File: src/rtl/pc_ir_unit_if.sv
// Purpose: bundles the PC/IR stage inputs from memory, ALU and Control with its outputs.
// Latency: wires only; adds no cycles.
// Backpressure: none; every signal is sampled or driven every cycle.
interface pc_ir_unit_if #(
  parameter int WIDTH     = 16,
  parameter int CNT_WIDTH = 16
);
  logic [WIDTH-1:0]     mem_rdata;
  logic [WIDTH-1:0]     alu_result;
  logic [WIDTH-1:0]     alu_out;
  logic [WIDTH-1:0]     acc;
  logic                 PCWrite;
  logic [1:0]           PCSrc;
  logic                 IRWrite;
  logic                 BranchCycle;
  logic [1:0]           BranchCond;
  logic                 SignExt;
  logic [WIDTH-1:0]     pc;
  logic [WIDTH-1:0]     ret_pc;
  logic [7:0]           opcode;
  logic [WIDTH-1:0]     imm_ext;
  logic [WIDTH-1:0]     jump_target;
  logic                 branch_taken;
  logic [CNT_WIDTH-1:0] instr_count;

  // Control/memory/ALU side: drives the inputs and observes the stage outputs.
  modport master (
    output mem_rdata, alu_result, alu_out, acc, PCWrite, PCSrc, IRWrite,
           BranchCycle, BranchCond, SignExt,
    input  pc, ret_pc, opcode, imm_ext, jump_target, branch_taken, instr_count
  );

  // PC/IR stage side.
  modport slave (
    input  mem_rdata, alu_result, alu_out, acc, PCWrite, PCSrc, IRWrite,
           BranchCycle, BranchCond, SignExt,
    output pc, ret_pc, opcode, imm_ext, jump_target, branch_taken, instr_count
  );
endinterface

File: src/rtl/pc_ir_unit.sv
// Purpose: PC, IR, return-PC and retired-instruction counter of the multicycle accumulator CPU.
// Latency: registers update one edge after their enable; decode fields and branch_taken are combinational.
// Backpressure: none; Control enables are obeyed every cycle, there is no stall path.
module pc_ir_unit #(
  parameter int               WIDTH     = 16,
  parameter logic [WIDTH-1:0] RESET_PC  = 16'h0000,
  parameter int               CNT_WIDTH = 16
) (
  input logic         clk,
  input logic         reset,
  pc_ir_unit_if.slave bus
);

  logic [WIDTH-1:0]     pc_q;
  logic [WIDTH-1:0]     ir_q;
  logic [WIDTH-1:0]     ret_q;
  logic [CNT_WIDTH-1:0] cnt_q;
  logic                 cond_true;
  logic                 pc_en;
  logic [WIDTH-1:0]     pc_next;
  logic [WIDTH-1:0]     jump_target;

  // Page-relative jump: upper PC bits are kept from the registered PC, so a
  // fetch that rewrites PC in the same edge does not affect the target.
  assign jump_target = {pc_q[WIDTH-1:9], ir_q[7:0], 1'b0};

  // Branch condition evaluated on the accumulator, acc treated as signed.
  always_comb begin
    cond_true = 1'b0;
    case (bus.BranchCond)
      2'b00:   cond_true = (bus.acc == '0);
      2'b01:   cond_true = (bus.acc != '0);
      2'b10:   cond_true = bus.acc[WIDTH-1];
      default: cond_true = 1'b1;
    endcase
  end

  // PC source select; a combined PCWrite + taken branch still writes once.
  always_comb begin
    pc_next = jump_target;
    case (bus.PCSrc)
      2'b00:   pc_next = jump_target;
      2'b01:   pc_next = bus.alu_result;
      2'b10:   pc_next = bus.alu_out;
      default: pc_next = bus.acc;
    endcase
  end

  assign pc_en = bus.PCWrite | (bus.BranchCycle & cond_true);

  // State update; reset discards any write enabled in the same cycle.
  always_ff @(posedge clk) begin
    if (reset) begin
      pc_q  <= RESET_PC;
      ir_q  <= '0;
      ret_q <= RESET_PC;
      cnt_q <= '0;
    end else begin
      if (pc_en) begin
        pc_q <= pc_next;
      end
      if (bus.IRWrite) begin
        ir_q  <= bus.mem_rdata;
        ret_q <= bus.alu_result;
        cnt_q <= cnt_q + 1'b1;
      end
    end
  end

  assign bus.pc           = pc_q;
  assign bus.ret_pc       = ret_q;
  assign bus.opcode       = ir_q[WIDTH-1:WIDTH-8];
  assign bus.imm_ext      = bus.SignExt ? {{(WIDTH-8){ir_q[7]}}, ir_q[7:0]}
                                        : {{(WIDTH-8){1'b0}}, ir_q[7:0]};
  assign bus.jump_target  = jump_target;
  assign bus.branch_taken = bus.BranchCycle & cond_true;
  assign bus.instr_count  = cnt_q;

endmodule

File: src/flat_wrapper.sv
// flat-port wrapper written by rule: the top's interface ports become plain ports
module pc_ir_unit_flat 
#(
  parameter int               WIDTH     = 16,
  parameter logic [WIDTH-1:0] RESET_PC  = 16'h0000,
  parameter int               CNT_WIDTH = 16
)
  (clk, reset, bus_mem_rdata, bus_alu_result, bus_alu_out, bus_acc, bus_PCWrite, bus_PCSrc, bus_IRWrite, bus_BranchCycle, bus_BranchCond, bus_SignExt, bus_pc, bus_ret_pc, bus_opcode, bus_imm_ext, bus_jump_target, bus_branch_taken, bus_instr_count);
  pc_ir_unit_if #(.WIDTH(WIDTH), .CNT_WIDTH(CNT_WIDTH)) bus_i ();
  input logic clk;
  input logic reset;
  input wire logic [$bits(bus_i.mem_rdata)-1:0] bus_mem_rdata;
  input wire logic [$bits(bus_i.alu_result)-1:0] bus_alu_result;
  input wire logic [$bits(bus_i.alu_out)-1:0] bus_alu_out;
  input wire logic [$bits(bus_i.acc)-1:0] bus_acc;
  input wire logic [$bits(bus_i.PCWrite)-1:0] bus_PCWrite;
  input wire logic [$bits(bus_i.PCSrc)-1:0] bus_PCSrc;
  input wire logic [$bits(bus_i.IRWrite)-1:0] bus_IRWrite;
  input wire logic [$bits(bus_i.BranchCycle)-1:0] bus_BranchCycle;
  input wire logic [$bits(bus_i.BranchCond)-1:0] bus_BranchCond;
  input wire logic [$bits(bus_i.SignExt)-1:0] bus_SignExt;
  output wire logic [$bits(bus_i.pc)-1:0] bus_pc;
  output wire logic [$bits(bus_i.ret_pc)-1:0] bus_ret_pc;
  output wire logic [$bits(bus_i.opcode)-1:0] bus_opcode;
  output wire logic [$bits(bus_i.imm_ext)-1:0] bus_imm_ext;
  output wire logic [$bits(bus_i.jump_target)-1:0] bus_jump_target;
  output wire logic [$bits(bus_i.branch_taken)-1:0] bus_branch_taken;
  output wire logic [$bits(bus_i.instr_count)-1:0] bus_instr_count;
  assign bus_i.mem_rdata = bus_mem_rdata;
  assign bus_i.alu_result = bus_alu_result;
  assign bus_i.alu_out = bus_alu_out;
  assign bus_i.acc = bus_acc;
  assign bus_i.PCWrite = bus_PCWrite;
  assign bus_i.PCSrc = bus_PCSrc;
  assign bus_i.IRWrite = bus_IRWrite;
  assign bus_i.BranchCycle = bus_BranchCycle;
  assign bus_i.BranchCond = bus_BranchCond;
  assign bus_i.SignExt = bus_SignExt;
  assign bus_pc = bus_i.pc;
  assign bus_ret_pc = bus_i.ret_pc;
  assign bus_opcode = bus_i.opcode;
  assign bus_imm_ext = bus_i.imm_ext;
  assign bus_jump_target = bus_i.jump_target;
  assign bus_branch_taken = bus_i.branch_taken;
  assign bus_instr_count = bus_i.instr_count;
  pc_ir_unit #(.WIDTH(WIDTH), .RESET_PC(RESET_PC), .CNT_WIDTH(CNT_WIDTH)) u_core (.clk(clk), .reset(reset), .bus(bus_i));
endmodule
File: config.mk
export PLATFORM = sky130hd
export DESIGN_NAME = pc_ir_unit_flat
export DESIGN_NICKNAME = d
export VERILOG_FILES = /design/src/rtl/pc_ir_unit_if.sv /design/src/rtl/pc_ir_unit.sv /design/src/flat_wrapper.sv
export SDC_FILE = /design/constraint.sdc
export NUM_CORES = 1
export LEC_CHECK = 0
export BUFFER_PORTS_ARGS = -buffer_cell sky130_fd_sc_hd__buf_2
export CORE_MARGIN = 5
export CORE_UTILIZATION = 45
export DETAILED_ROUTE_END_ITERATION = 16
export PLACE_DENSITY = 0.79
export SLEW_MARGIN = 20
export SYNTH_ARGS = -nofsm -noshare
export SYNTH_HDL_FRONTEND = slang
export SYNTH_SLANG_ARGS = --single-unit
export TNS_END_PERCENT = 100
File: constraint.sdc
create_clock -name clk -period 1.55 [get_ports clk]
set_input_delay 0.0775 -clock clk [delete_from_list [all_inputs] [get_ports clk]]
set_output_delay 0.0775 -clock clk [all_outputs]
set_load 0.05 [all_outputs]
==> flow_metrics.env, run 1 <==
export IMPL_hold_viol=0
export IMPL_async_reset_ff_share_pct=0
export IMPL_rows=29
export IMPL_cp_start_kind="input port"
export IMPL_grt_pass1_wl_mm=14.0
export IMPL_synth_top_area_share_pct=42.3
export IMPL_dr_first_iter_drc_count=133
export IMPL_syn_inst=313
export IMPL_n_antenna_cell=0
export IMPL_nets=542
export IMPL_cts_clk_slew_worst_paths_ns=0.07
export IMPL_max_clock_path_buffers=2
export IMPL_hold_path_class="input port to flop"
export IMPL_clkLatencyLatePin_ns=0.32
export IMPL_multi_input_area_um2=1490
export IMPL_cts_buffers=9
export IMPL_final_min_clock_period_ns=1.42
export IMPL_fin_crit_sh_pct=91.4
export IMPL_dr_pass1_iters=5
export IMPL_grtUsageTotal_pct=20.6
export IMPL_die_x_um=92.0
export IMPL_tightest_slew_ns=0.515
export IMPL_synth_area_um2=3030
export IMPL_slew_headroom_pct=65.7
export IMPL_p_comb_share_pct=25.3
export IMPL_p_leak_nw=2.06
export IMPL_synthTopCellsByArea="dfxtp_1 42%, mux2i_1 13%, nor2_1 7.2%"
export IMPL_pin_count=163
export IMPL_worstSetupPathType="input port to primary output"
export IMPL_setup_violations=0
export IMPL_synth_nets=388
export IMPL_crit_arrival_ns=1.34
export IMPL_critPathCaptureType="primary output"
export IMPL_seq_power_share_pct=41.6
export IMPL_cts_sinks=64
export IMPL_grt_busiest_layer="met2"
export IMPL_synth_main_ff_cell="dfxtp_1"
export IMPL_status="complete, no violations"
export IMPL_fmax_mhz=706
export IMPL_initial_core_util_pct=46.9
export IMPL_power_frac_clock_pct=33.1
export IMPL_htreeDepth=3
export IMPL_grt_antenna_before_repair=0
export IMPL_p_per_area_nw_per_um2=1050
export IMPL_ys_ff_latch=64
export IMPL_dieArea_um2=8470
export IMPL_met1_usage_pct=23.5
export IMPL_synth_edff_count=0
export IMPL_root_buffer="clkbuf_8"
export IMPL_yosys_warnings=0
export IMPL_place_gp_congestion=0.899
export IMPL_drc=0
export IMPL_drt_total_wl_mm=9.01
export IMPL_port_buffers=161
export IMPL_ys_types=36
export IMPL_use_met3_pct=4.42
export IMPL_die_y_um=92.0
export IMPL_num_fill_cells=547
export IMPL_finalPower_mw=4.33
export IMPL_seq_area_frac_synth_pct=42.3
export IMPL_p_int_mw=2.91
export IMPL_worstPathMaxFanout=4
export IMPL_vias=2863
export IMPL_hpwlAfterDp_mm=6.98
export IMPL_final_setup_tns_ns=0
export IMPL_rsz0062_at_grt="false"
export IMPL_final_max_slew_viol_count=0
export IMPL_cts_tree="built"
export IMPL_layout_drive_gt1_share_pct=45.3
export IMPL_post_cts_buffers=0
export IMPL_core_area_um2=6460
export IMPL_ant_nets=0
export IMPL_final_core_util_pct=63.7
export IMPL_required_ns=1.47
export IMPL_seqCellArea_um2=1290
export IMPL_grt_pass1_vias=2854
export IMPL_area_growth_pct=35.8
export IMPL_ir_drop_mv=0.623
export IMPL_synth_avg_cell_area_um2=9.67
export IMPL_switching_share_pct=32.9
export IMPL_viasPerCell=5.21
export IMPL_drv_cap=0
export IMPL_p_switching_mw=1.42
export IMPL_grt_max_degree=34
export IMPL_avgRoutedWirePerCell_um=16.4
export IMPL_grt_ovfl_total=0
export IMPL_yosysTopAreaCell="dfxtp_1"
export IMPL_skew_ns=0.00713
export IMPL_grt_met2_usage_pct=38.9
-- metrics by stage --
stage	instances	instance area, µm²	setup slack [ns]	hold slack [ns]
finish	549	4110	0.133	0.0168
global route	549	4110	0.0270	0.0107
CTS	549	4100	0.104	0.00230
detailed placement	520	3770	0.0189	0.322
global placement	520	3770	0.0963	0.311
floorplan	313	3040	0.0315	0.225
-- state kept, by name, indices dropped and copies added (netlist names) --
register	count
u_core.bus.ret_pc	16
u_core.bus.pc	16
u_core.ir_q	16
u_core.bus.instr_count	16
-- cell families (layout without fill, tap and decap cells) --
| kind of cell | Yosys count | after routing | synth area share (%) |
|---|---|---|---|
| buffers and inverters | 43 | 202 | 8.68 |
| muxes | 49 | 49 | 19.6 |
| AOI/OAI and AO/OA | 44 | 44 | 9.71 |
| and+or+nand+nor | 98 | 98 | 15.4 |
| xor gates and xnor gates | 13 | 13 | 3.76 |
| other | 1 | 1 | 0.124 |
| adders and majority gates | 1 | 1 | 0.413 |
| DFF | 64 | 64 | 42.3 |
-- metal layers --
| layer | vias up | routed length, µm |
|---|---|---|
| li1 | 1387 | - |
| met2 | 120 | 4760 |
| met1 | 1354 | 3570 |
| met5 | - | 0 |
| met4 | 0 | 29 |
| met3 | 2 | 654 |
-- power by group through the flow --
| stage | clock (mW) | combinational [mW] | sequential (mW) |
|---|---|---|---|
| after CTS | 1.46 | 1.10 | 1.80 |
| final | 1.44 | 1.09 | 1.80 |
| after global placement | 0 | 1.06 | 1.83 |
| after detailed placement | 0 | 1.07 | 1.84 |
| after floorplan | 0 | 0.487 | 2.14 |
| after global routing | 1.54 | 1.15 | 1.81 |
-- cells in the final DEF, fill, tap and decap left out, types with 7 or more instances in the layout --
master / instances
buf_2: 161
mux2i_1: 40
o221a_1: 7
dlygate4sd3_1: 13
nand2_1: 7
buf_4: 8
clkbuf_8: 11
o21ai_0: 11
a21oi_1: 20
nor2_1: 58
dfxtp_2: 11
mux4_2: 8
dfxtp_1: 53
nand3_1: 12
xor2_1: 9
-- worst paths after layout --
kind	cells past startpoint	to	startpoint	slack, ns
max	6	bus_branch_taken	bus_acc[9]	0.13
min	3	u_core.ir_q[11]$_SDFFE_PP0P_	bus_mem_rdata[11]	0.02
max reg2reg	5	u_core.bus.instr_count[15]$_SDFFE_PP0P_	u_core.bus.instr_count[4]$_SDFFE_PP0P_	0.21
min reg2reg	2	u_core.bus.pc[4]$_SDFFE_PP0P_	u_core.bus.pc[4]$_SDFFE_PP0P_	0.49
-- final cells by class --
cell class | instances | share of cell area (%)
clock buffers | 13 | 3.86
clock inverters | 3 | 0.974
inverters | 3 | 0.274
multi-input cells | 206 | 36.3
flip-flops and latches | 64 | 31.5
well taps | 77 | 2.34
repair buffers | 183 | 24.7
-- worst max-delay path: stages --
cell and delay [ns]:
buf_2 0.11, nor4_2 0.31, nand2_1 0.18, o21ai_0 0.21
o311a_1 0.19, buf_2 0.26
-- cells in the mapped netlist, types with 2 or more instances --
library cell and count:
a21oi_1 20, and3_1 2, buf_1 3, buf_2 6
buf_4 25, clkbuf_1 6, dfxtp_1 64, inv_1 3
mux2i_1 40, mux4_2 8, nand2_1 7, nand3_1 12
nand4_1 5, nor2_1 58, nor3_1 3, nor4_2 3
o21ai_0 11, o221a_1 7, or3_1 2, xnor2_1 4
xor2_1 9
-- what timing repair did --
| action | CTS | global route |
|---|---|---|
| hold endpoints to repair | 13 | 0 |
| hold buffers | 13 | 0 |
| endpoints found under the setup margin | 0 | 3 |
| gates resized for setup | 0 | 2 |
Power figures use the tool's default switching activity.
==> run 2: changes to the inputs <==
Settings changed: CTS_CLUSTER_SIZE set to 30, SETUP_SLACK_MARGIN set to 0.3.
==> run 2 against run 1 <==
Hold slack worse by 0.011 ns. Final area grew 13%. Cell count up 4.9%. First-iteration DRC count decreased by 0.75%. Setup slack better by 0.097 ns. Utilization is 8.3 points higher. Global-route usage up 2.8 points. Largest power group is now clock. Clock skew is 0.0033 ns higher.
==> flow_metrics.env, run 2 (synthesis gave the netlist of run 1 again) <==
export IMPL_critPathCaptureType="flop"
export IMPL_layout_common_cells="147 x buf_2, 56 x nor2_1, 50 x dfxtp_1"
export IMPL_grt_max_degree=37
export IMPL_drt_total_wl_mm=10.2
export IMPL_area_growth_pct=53.5
export IMPL_root_buffer="clkbuf_8"
export IMPL_drc=0
export IMPL_cts_sinks=64
export IMPL_critPathMaxStageDelay_ns=0.35
export IMPL_crit_chain="nand4_1 -> buf_4 -> nor2_4 -> and3_1 -> xnor2_1 -> nor2_1"
export IMPL_highest_layer="met4"
export IMPL_m1WireLength_mm=3.93
export IMPL_ir_drop_mv=0.645
export IMPL_clkLatencyLatePin_ns=0.35
export IMPL_rsz0062_at_grt="true"
export IMPL_hold_viol=0
export IMPL_vias=3042
export IMPL_cts_buffers=9
export IMPL_initial_core_util_pct=46.9
export IMPL_htreeDepth=3
export IMPL_pin_count=163
export IMPL_final_max_slew_viol_count=0
export IMPL_layout_drive_gt1_share_pct=50.0
export IMPL_max_clock_path_buffers=2
export IMPL_hpwlAfterDp_mm=7.14
export IMPL_grt_ovfl_total=0
export IMPL_grtUsageTotal_pct=23.4
export IMPL_hold_path_class="input port to flop"
export IMPL_dp_slack_ns=-0.00372
export IMPL_wl_met2_mm=5.24
export IMPL_final_core_util_pct=71.9
export IMPL_core_area_um2=6460
export IMPL_grt_pass1_wl_mm=15.6
export IMPL_p_leak_nw=2.28
export IMPL_final_min_clock_period_ns=1.32
export IMPL_crit_arrival_ns=1.56
export IMPL_ant_nets=0
export IMPL_grt_antenna_before_repair=1
export IMPL_place_gp_congestion=0.883
export IMPL_die_y_um=92.0
export IMPL_worst_path_buf_inv=1
export IMPL_avgRoutedWirePerCell_um=17.6
export IMPL_nets=568
export IMPL_cts_tree="built"
export IMPL_die_x_um=92.0
export IMPL_dr_pass1_iters=4
export IMPL_fin_area_um2=4640
export IMPL_dr_first_iter_drc_count=132
export IMPL_viasPerCell=5.28
export IMPL_fin_crit_sh_pct=85.2
export IMPL_critical_path_top_delay_family="simple AND/OR/NAND/NOR gates"
export IMPL_drv_cap=0
export IMPL_rows=29
export IMPL_cts_clk_slew_worst_paths_ns=0.07
export IMPL_status="complete, no violations"
export IMPL_fmax_mhz=757
export IMPL_required_ns=1.79
export IMPL_grt_pass1_vias=3032
export IMPL_p_per_area_nw_per_um2=1030
export IMPL_skew_ns=0.0104
export IMPL_port_buffers=161
export IMPL_dieArea_um2=8470
export IMPL_cp_start_kind="flop"
export IMPL_setup_violations=0
export IMPL_wl_met3_um=827
export IMPL_cp_slowest_cell="dfxtp_4"
export IMPL_fin_ws_ns=0.230
export IMPL_finalPower_mw=4.77
export IMPL_final_common_cell="buf_2"
export IMPL_postPlaceCellArea_um2=3840
export IMPL_worstPathMaxFanout=4
export IMPL_worstSetupPathType="flop to flop"
## run 2: changes by cell type in the layout (fill, tap and decap cells not counted), sizes merged
| cell | previous run | this run |
|---|---|---|
| diode | 0 | 1 |
| buf | 170 | 185 |
| bufinv | 1 | 2 |
| dlygate4sd3 | 13 | 24 |
| clkinv | 2 | 1 |
## run 2: routing by layer
layer	vias to the layer above	GRT usage, %
met5	-	0
met4	0	9.41
met3	18	4.75
met2	146	42.5
met1	1435	26.7
li1	1443	-
## run 2: worst min-delay path: stages
cell and delay [ns]:
buf_2 0.10, mux2i_1 0.06, nor2_1 0.08
## run 2: per-stage QoR
step,cells,TNS (ns),hold WS (ns)
global route,576,0,0.0278
floorplan,313,0,0.225
global placement,518,0,0.313
CTS,569,0,0.0000998
finish,576,0,0.00581
detailed placement,518,-0.00684,0.322
## run 2: timing repair
item	in CTS	in global routing
hold endpoints to repair	24	0
cloned	0	0
pin swaps	7	28
hold buffers	24	0
gates resized for setup	8	49
setup endpoints to repair	9	33
buffers inserted	11	6
## run 2: power breakdown
group / total, mW / switching (mW) / leakage [nW] / internal [mW]
Clock: 1.80 / 0.660 / 0.131 / 1.14
Combinational: 1.18 / 0.784 / 1.61 / 0.396
Sequential: 1.79 / 0.0664 / 0.536 / 1.72
## run 2: cell type report
cell class | instances | area, µm²
Multi-Input combinational cell | 206 | 1620
Antenna cell | 1 | 2.50
Fill cell | 513 | 1810
Timing Repair Buffer | 209 | 1330
Inverter | 3 | 11.3
Sequential cell | 64 | 1330
Tap cell | 77 | 96.3
Clock inverter | 3 | 68.8
Clock buffer | 13 | 190
## run 2: worst paths after layout
kind	slack, ns	from	cells past startpoint	endpoint
worst max-delay path	0.23	u_core.bus.instr_count[6]$_SDFFE_PP0P_	6	u_core.bus.instr_count[9]$_SDFFE_PP0P_
worst min-delay path	0.006	bus_alu_result[11]	3	u_core.bus.ret_pc[11]$_SDFFE_PP0P_
worst max register to register	0.23	u_core.bus.instr_count[6]$_SDFFE_PP0P_	6	u_core.bus.instr_count[9]$_SDFFE_PP0P_
worst min register to register	0.48	u_core.bus.pc[6]$_SDFFE_PP0P_	2	u_core.bus.pc[6]$_SDFFE_PP0P_
